--- src/rtl/user_tree_pkg.sv ---
// Shared tree-wide sizing constants used by the protobuf wire blocks.
`timescale 1ns/1ps
package user_tree_pkg;

    // Width of a protobuf field number carried through the tree.
    localparam int IDENTIFIER_SIZE = 8;

endpackage

--- src/rtl/proto_wire_pkg.sv ---
// Protobuf wire-format types, widths and helpers shared by encoder and decoder.
`timescale 1ns/1ps
package proto_wire_pkg;
    import user_tree_pkg::IDENTIFIER_SIZE;

    typedef enum logic [2:0] {
        WT_VARINT = 3'd0,
        WT_I64    = 3'd1,
        WT_LEN    = 3'd2,
        WT_I32    = 3'd5
    } wire_type_e;

    localparam int ID_W             = IDENTIFIER_SIZE;
    localparam int TAG_W            = IDENTIFIER_SIZE + 3;
    localparam int VALUE_W          = 64;
    localparam int MAX_VARINT_BYTES = 10;

    // sint32/sint64 mapping: small magnitudes of either sign become small unsigned values.
    function automatic logic [63:0] zigzag64(input logic [63:0] v);
        return (v << 1) ^ {64{v[63]}};
    endfunction

    // Wire types this encoder knows how to serialise (groups 3/4 and 6/7 are rejected).
    function automatic logic wt_supported(input logic [2:0] wt);
        return (wt == WT_VARINT) || (wt == WT_I64) || (wt == WT_LEN) || (wt == WT_I32);
    endfunction

endpackage

--- src/rtl/proto_field_encoder_if.sv ---
// Request and byte-stream bundle of the protobuf field encoder.
// Handshake: a request moves when in_valid && in_ready, a byte moves when
// out_valid && out_ready; a valid side holds its payload stable until it moves.
`timescale 1ns/1ps
interface proto_field_encoder_if;
    import proto_wire_pkg::*;

    logic               in_valid;
    logic               in_ready;
    logic [ID_W-1:0]    in_field_id;
    logic [2:0]         in_wire_type;
    logic [VALUE_W-1:0] in_value;
    logic               in_zigzag;
    logic               out_valid;
    logic               out_ready;
    logic [7:0]         out_byte;
    logic               out_last;
    logic               err_wire_type;
    logic [1:0]         dbg_state;

    modport master (
        output in_valid, in_field_id, in_wire_type, in_value, in_zigzag, out_ready,
        input  in_ready, out_valid, out_byte, out_last, err_wire_type, dbg_state
    );

    modport slave (
        input  in_valid, in_field_id, in_wire_type, in_value, in_zigzag, out_ready,
        output in_ready, out_valid, out_byte, out_last, err_wire_type, dbg_state
    );

endinterface

--- src/rtl/proto_varint_emitter.sv ---
// Varint byte generator: load a value, then step once per emitted byte.
// The current byte is held in a register so the stream output is flop-driven.
`timescale 1ns/1ps
module proto_varint_emitter
    import proto_wire_pkg::*;
(
    input  logic        clk,
    input  logic        rst_n,
    input  logic        load,
    input  logic [63:0] load_value,
    input  logic        step,
    output logic [7:0]  byte_o,
    output logic        done
);

    logic [7:0]  vbyte_q, vbyte_d;
    logic [63:0] rest_q, rest_d;

    // Next byte: {continuation, low 7 bits}; remainder shifts down 7 per byte.
    always_comb begin
        vbyte_d = vbyte_q;
        rest_d  = rest_q;
        if (load) begin
            vbyte_d = {|load_value[63:7], load_value[6:0]};
            rest_d  = load_value >> 7;
        end else if (step) begin
            vbyte_d = {|rest_q[63:7], rest_q[6:0]};
            rest_d  = rest_q >> 7;
        end
    end

    // Byte and remainder registers.
    always_ff @(posedge clk or negedge rst_n) begin
        if (!rst_n) begin
            vbyte_q <= 8'h00;
            rest_q  <= 64'h0;
        end else begin
            vbyte_q <= vbyte_d;
            rest_q  <= rest_d;
        end
    end

    assign byte_o = vbyte_q;
    // Without a continuation bit the current byte closes the varint.
    assign done   = ~vbyte_q[7];

endmodule

--- src/rtl/proto_field_encoder.sv ---
// Protobuf field serialiser: one {id, wire type, value} request in, tag varint
// plus payload bytes out. Optional zigzag for VARINT under `PROTO_ZIGZAG_EN.
`timescale 1ns/1ps
module proto_field_encoder
    import proto_wire_pkg::*;
(
    input  logic                  clk,
    input  logic                  rst_n,
    proto_field_encoder_if.slave  bus
);

    localparam logic [1:0] S_IDLE    = 2'd0;
    localparam logic [1:0] S_TAG     = 2'd1;
    localparam logic [1:0] S_PAYLOAD = 2'd2;

    logic [1:0]  state_q, state_d;
    logic [2:0]  wt_q, wt_d;
    logic [63:0] val_q, val_d;
    logic [2:0]  cnt_q, cnt_d;
    logic        err_q, err_d;

    logic        em_load, em_step, em_done;
    logic [63:0] em_value;
    logic [7:0]  em_byte;

    logic        fixed_payload;
    logic        out_valid;
    logic        xfer;
    logic        last_byte;
    logic [TAG_W-1:0] tag;
    logic [63:0] payload_value;

    proto_varint_emitter u_emitter (
        .clk        (clk),
        .rst_n      (rst_n),
        .load       (em_load),
        .load_value (em_value),
        .step       (em_step),
        .byte_o     (em_byte),
        .done       (em_done)
    );

    assign tag           = {bus.in_field_id, bus.in_wire_type};
    assign fixed_payload = (wt_q == WT_I32) || (wt_q == WT_I64);
    assign out_valid     = (state_q != S_IDLE);
    assign xfer          = out_valid && bus.out_ready;
    assign last_byte     = (state_q == S_PAYLOAD) && (fixed_payload ? (cnt_q == 3'd0) : em_done);

    // Value latched on accept: I32 keeps only its low word, VARINT may be zigzagged.
`ifdef PROTO_ZIGZAG_EN
    always_comb begin
        payload_value = bus.in_value;
        if (bus.in_wire_type == WT_I32) begin
            payload_value = {32'h0, bus.in_value[31:0]};
        end else if ((bus.in_wire_type == WT_VARINT) && bus.in_zigzag) begin
            payload_value = zigzag64(bus.in_value);
        end
    end
`else
    logic unused_zigzag;
    assign unused_zigzag = bus.in_zigzag;

    always_comb begin
        payload_value = bus.in_value;
        if (bus.in_wire_type == WT_I32) begin
            payload_value = {32'h0, bus.in_value[31:0]};
        end
    end
`endif

    // Field FSM: accept in IDLE, stream tag varint, then stream the payload.
    always_comb begin
        state_d  = state_q;
        wt_d     = wt_q;
        val_d    = val_q;
        cnt_d    = cnt_q;
        err_d    = 1'b0;
        em_load  = 1'b0;
        em_step  = 1'b0;
        em_value = 64'h0;
        case (state_q)
            S_IDLE: begin
                if (bus.in_valid) begin
                    if (wt_supported(bus.in_wire_type)) begin
                        state_d  = S_TAG;
                        wt_d     = bus.in_wire_type;
                        val_d    = payload_value;
                        cnt_d    = (bus.in_wire_type == WT_I64) ? 3'd7 : 3'd3;
                        em_load  = 1'b1;
                        em_value = 64'(tag);
                    end else begin
                        err_d = 1'b1;
                    end
                end
            end
            S_TAG: begin
                if (xfer) begin
                    if (em_done) begin
                        state_d = S_PAYLOAD;
                        if (!fixed_payload) begin
                            em_load  = 1'b1;
                            em_value = val_q;
                        end
                    end else begin
                        em_step = 1'b1;
                    end
                end
            end
            S_PAYLOAD: begin
                if (xfer) begin
                    if (last_byte) begin
                        state_d = S_IDLE;
                    end else if (fixed_payload) begin
                        val_d = val_q >> 8;
                        cnt_d = cnt_q - 3'd1;
                    end else begin
                        em_step = 1'b1;
                    end
                end
            end
            default: state_d = S_IDLE;
        endcase
    end

    // State, latched request and error pulse registers.
    always_ff @(posedge clk or negedge rst_n) begin
        if (!rst_n) begin
            state_q <= S_IDLE;
            wt_q    <= 3'd0;
            val_q   <= 64'h0;
            cnt_q   <= 3'd0;
            err_q   <= 1'b0;
        end else begin
            state_q <= state_d;
            wt_q    <= wt_d;
            val_q   <= val_d;
            cnt_q   <= cnt_d;
            err_q   <= err_d;
        end
    end

    // Stream outputs are selected from registers only; fixed payloads come LSB first.
    always_comb begin
        bus.out_byte = 8'h00;
        if (state_q == S_TAG) begin
            bus.out_byte = em_byte;
        end else if (state_q == S_PAYLOAD) begin
            bus.out_byte = fixed_payload ? val_q[7:0] : em_byte;
        end
    end

    assign bus.in_ready      = (state_q == S_IDLE);
    assign bus.out_valid     = out_valid;
    assign bus.out_last      = last_byte;
    assign bus.err_wire_type = err_q;
    assign bus.dbg_state     = state_q;

endmodule
--- src/flat_wrapper.sv ---
// flat-port wrapper written by rule: the top's interface ports become plain ports
module proto_field_encoder_flat import proto_wire_pkg::*;
  (clk, rst_n, bus_in_valid, bus_in_field_id, bus_in_wire_type, bus_in_value, bus_in_zigzag, bus_out_ready, bus_in_ready, bus_out_valid, bus_out_byte, bus_out_last, bus_err_wire_type, bus_dbg_state);
  proto_field_encoder_if bus_i ();
  input  logic clk;
  input  logic rst_n;
  input wire logic [$bits(bus_i.in_valid)-1:0] bus_in_valid;
  input wire logic [$bits(bus_i.in_field_id)-1:0] bus_in_field_id;
  input wire logic [$bits(bus_i.in_wire_type)-1:0] bus_in_wire_type;
  input wire logic [$bits(bus_i.in_value)-1:0] bus_in_value;
  input wire logic [$bits(bus_i.in_zigzag)-1:0] bus_in_zigzag;
  input wire logic [$bits(bus_i.out_ready)-1:0] bus_out_ready;
  output wire logic [$bits(bus_i.in_ready)-1:0] bus_in_ready;
  output wire logic [$bits(bus_i.out_valid)-1:0] bus_out_valid;
  output wire logic [$bits(bus_i.out_byte)-1:0] bus_out_byte;
  output wire logic [$bits(bus_i.out_last)-1:0] bus_out_last;
  output wire logic [$bits(bus_i.err_wire_type)-1:0] bus_err_wire_type;
  output wire logic [$bits(bus_i.dbg_state)-1:0] bus_dbg_state;
  assign bus_i.in_valid = bus_in_valid;
  assign bus_i.in_field_id = bus_in_field_id;
  assign bus_i.in_wire_type = bus_in_wire_type;
  assign bus_i.in_value = bus_in_value;
  assign bus_i.in_zigzag = bus_in_zigzag;
  assign bus_i.out_ready = bus_out_ready;
  assign bus_in_ready = bus_i.in_ready;
  assign bus_out_valid = bus_i.out_valid;
  assign bus_out_byte = bus_i.out_byte;
  assign bus_out_last = bus_i.out_last;
  assign bus_err_wire_type = bus_i.err_wire_type;
  assign bus_dbg_state = bus_i.dbg_state;
  proto_field_encoder u_core (.clk(clk), .rst_n(rst_n), .bus(bus_i));
endmodule
--- config.mk ---
export PLATFORM = sky130hd
export DESIGN_NAME = proto_field_encoder_flat
export DESIGN_NICKNAME = d
export VERILOG_FILES = /design/src/rtl/user_tree_pkg.sv /design/src/rtl/proto_wire_pkg.sv /design/src/rtl/proto_field_encoder_if.sv /design/src/rtl/proto_varint_emitter.sv /design/src/rtl/proto_field_encoder.sv /design/src/flat_wrapper.sv
export SDC_FILE = /design/constraint.sdc
export NUM_CORES = 1
export LEC_CHECK = 0
export ABC_AREA = 1
export ABC_CLOCK_PERIOD_IN_PS = 2510
export CAP_MARGIN = 20
export CORE_AREA = 2 2 132 160
export CTS_BUF_LIST = sky130_fd_sc_hd__clkbuf_4
export DETAILED_ROUTE_END_ITERATION = 6
export DIE_AREA = 0 0 134 162
export DONT_BUFFER_PORTS = 1
export PLACE_DENSITY = 0.59
export SLEW_MARGIN = 0
export SYNTH_ARGS = -nofsm -noshare
export SYNTH_HDL_FRONTEND = slang
export SYNTH_SLANG_ARGS = --single-unit
--- constraint.sdc ---
create_clock -name clk -period 2.51 [get_ports clk]
set_input_delay 0.502 -clock clk [delete_from_list [all_inputs] [get_ports clk]]
set_output_delay 0.502 -clock clk [all_outputs]
set_load 0.02 [all_outputs]
==> summary.txt <==
Status: complete, but fails checks
Failing checks: hold timing
Slowest stage cell on the critical path: dfrtp_1
Skew-Pair Late Insertion Delay: 0.57 ns
Number of synthesized flops with an enable pin: 0
DR vias/cell: 5.09
Grt ovf: 0
CTS root buf: clkbuf_4
RSZ-0062 raised after global routing: yes
FMAX: 407 MHz
Crit-path max FO: 6
Sink Count: 137
Worst Clk Skew: 0.0142 ns
Syn-to-layout area delta: 9.06%
Worst vdd ir: 502 uV
Share of the synthesized area in the top cell type: 49.1%
Seq/Total Area, Yosys: 49.1%
Area of the multi-input gates: 2990 sq um
Largest net degree at the start of global routing: 138
Input/output buffers: 0
Die Y: 162 microns
Register area: 3430 sq um
Flop2flop setup slack: 0.23 ns
Die area: 21700 sq um
Clk slew on worst S/H paths: 0.11 ns
Most frequent cell after synthesis: nand2_1
# setup viols final: 0
Combinational power share: 45.7%
Gr usage total: 18.6%
Initial Util: 34.8%
Top Ports: 94
Final Net Count: 932
CP top delay family: buffers and inverters
Largest area contributor in the netlist: dfrtp_1
Worst path required time: 2.01 ns
First-pass GRT wire length: 31100 microns
Reg power frac: 41.1%
Worst r2r src: u_core.bus.dbg_state[1]
Hold Crit Class: in -> async
Slew Viols, Final: 0
DR pass1 iterations: 5
Vias in the first global route: 5701
Detailed Route Iter0 Violations: 404
Crit-path cells: buf_6, ha_4, nor2_4, buf_6, o21ai_1, a21oi_1, buf_4
Yosys cell types: 35
P_sw: 4430 uW
Internal: 5260 uW
CTS H-tree depth: 4
FF+latch count, synth: 137
YS warnings: 0
Syn Nets: 929
Routed wire length: 19500 microns
Most area-consuming cells after synthesis: dfrtp_1 49%, nand2_1 13%, o21ai_0 5.7%
Post-Syn Area per Cell: 8.27 sq um
Normalized max-slew margin: 61.4%
Fill cells: 2093
Buf/Inv on CP: 3
Cell Area, Placed: 7310 sq um
WS Path Type: reg -> out
Layout cells sized above 1: 9.30%
Routability cong.: 0.809
Final Util: 38.0%
Hold Fails Final Rpt: 137
P per Cell Area: 1270 nW/um^2
Detail Route Antenna Nets: 0
Period minus WS final: 2.46 ns
Hold slack: -0.380 ns
Leakage power: 0.00358 uW
Clock buffer count from CTS: 17
CTS tree: yes
R2R Path End: u_core.u_emitter.rest_q[2]
Clock group share of total power: 13.2%
Max-cap violations: 0
Residual DRC: 0
Clk buf depth: 2
Reg2Reg Depth: 12
DP Wirelength: 13500 microns
Vias: 5728
Post-synth ARST share: 100%
Critical path launch point type: flop
Primary FF master, synth: dfrtp_1
Fin area: 7610 sq um
WP data arrival: 1.96 ns
Worst Tran Pin Value: 0.579 ns
Crit-path most repeated cell: buf_6
FP Rows: 57
Antenna violations before repair: 1
WL per Instance: 17.3 microns
Max stage delay on crit path: 0.40 ns
CORE AREA: 20000 sq um
Tcrit/Tclk final: 98.0%
Net Sw Frac: 45.7%
Mapped cell area: 6980 sq um
Die X: 134 microns
Mapped Cells: 844
CP Capture Type: output port
Synth cell count leaders: 235 x nand2_1, 137 x dfrtp_1, 92 x inv_1
-- timing repair --
item | CTS | global route
endpoints found under the setup margin | 7 | 28
setup buffers | 1 | 1
gates resized for setup | 12 | 5
endpoints found under the hold margin | 137 | 137
pin swaps | 2 | 0
-- state kept, by name (all words and copies together) (netlist names) --
| name | cells |
|---|---|
| u_core.bus.err_wire_type | 1 |
| u_core.u_emitter.byte_o | 8 |
| u_core.bus.dbg_state | 2 |
| u_core.wt_q | 2 |
| u_core.cnt_q | 3 |
| u_core.u_emitter.rest_q | 57 |
| u_core.val_q | 64 |
-- layer usage --
layer / vias up / global-route usage, % / wire, microns / part of all wire [%]
met3: 26 / 3.18 / 641 / 3.3
met1: 2764 / 23.8 / 8500 / 44
met5: - / 0 / 0 / 0
li1: 2817 / - / - / -
met4: 0 / 5.95 / 389 / 2.0
met2: 121 / 31.9 / 10000 / 51
-- placed cells by master, fill, tap and decap left out, types with 2 or more instances in the layout --
cell	instances
a21oi_1	13
a22oi_1	3
buf_12	3
buf_4	22
buf_6	2
clkbuf_4	19
clkinv_1	5
clkinv_2	6
dfrtp_1	136
ha_1	3
ha_4	2
inv_1	89
inv_2	6
inv_4	3
mux2i_1	32
nand2_1	235
nand2_2	3
nand2_4	2
nand3_1	48
nand4_1	3
nor2_1	40
nor2_2	2
nor2_4	2
o211ai_1	14
o21ai_0	77
o21ai_1	34
o221ai_1	36
o22ai_1	6
-- cell type report --
class,instances,share of cell area (%)
inverters,98,4.93
diodes,1,0.0329
well taps,265,4.36
repair buffers,27,3.26
flip-flops and latches,137,45.1
clock inverters,13,1.13
multi-input cells,566,39.3
clock buffers,19,1.87
-- power by group through the flow --
| stage | clock (uW) | sequential [uW] | combinational [uW] |
|---|---|---|---|
| floorplan | 0 | 3730 | 3320 |
| global placement | 0 | 4010 | 4300 |
| detailed placement | 0 | 4020 | 4360 |
| CTS | 1320 | 3980 | 4460 |
| global route | 1410 | 4100 | 5000 |
| finish | 1280 | 3980 | 4430 |
-- cell families after synthesis --
family	count (synthesis)	share of synthesized area (%)
and+or+nand+nor	337	19.7
AOI/OAI and AO/OA	191	16.9
buffers and inverters	141	8.64
DFF	137	49.1
muxes	32	4.59
adders and majority gates	5	0.897
xor gates and xnor gates	1	0.126
-- worst max path at each step --
stage / cells past startpoint / slack [ns] / endpoint / from
after floorplan: 6 / 0.16 / bus_out_byte[7] / u_core.bus.dbg_state[0]
after global placement: 12 / 0.18 / u_core.u_emitter.rest_q[2] / u_core.bus.dbg_state[1]
after detailed placement: 12 / 0.10 / u_core.u_emitter.rest_q[2] / u_core.bus.dbg_state[1]
after CTS: 7 / 0.001 / bus_out_byte[3] / u_core.bus.dbg_state[0]
after global routing: 7 / -0.05 / bus_out_byte[5] / u_core.bus.dbg_state[0]
final: 7 / 0.05 / bus_out_byte[5] / u_core.bus.dbg_state[0]
-- metrics by stage --
step / hold slack [ns] / worst slack, ns / power (uW) / setup TNS, ns / instances
final: -0.380 / 0.0508 / 9690 / 0 / 1126
after global routing: -0.422 / -0.0516 / 10500 / -0.221 / 1126
after CTS: -0.399 / 0.00108 / 9750 / 0 / 1124
after detailed placement: 0.216 / 0.101 / 8380 / 0 / 1091
after global placement: 0.217 / 0.177 / 8310 / 0 / 1091
after floorplan: 0.206 / 0.161 / 7050 / 0 / 844
(Power assumes the default switching activity.)
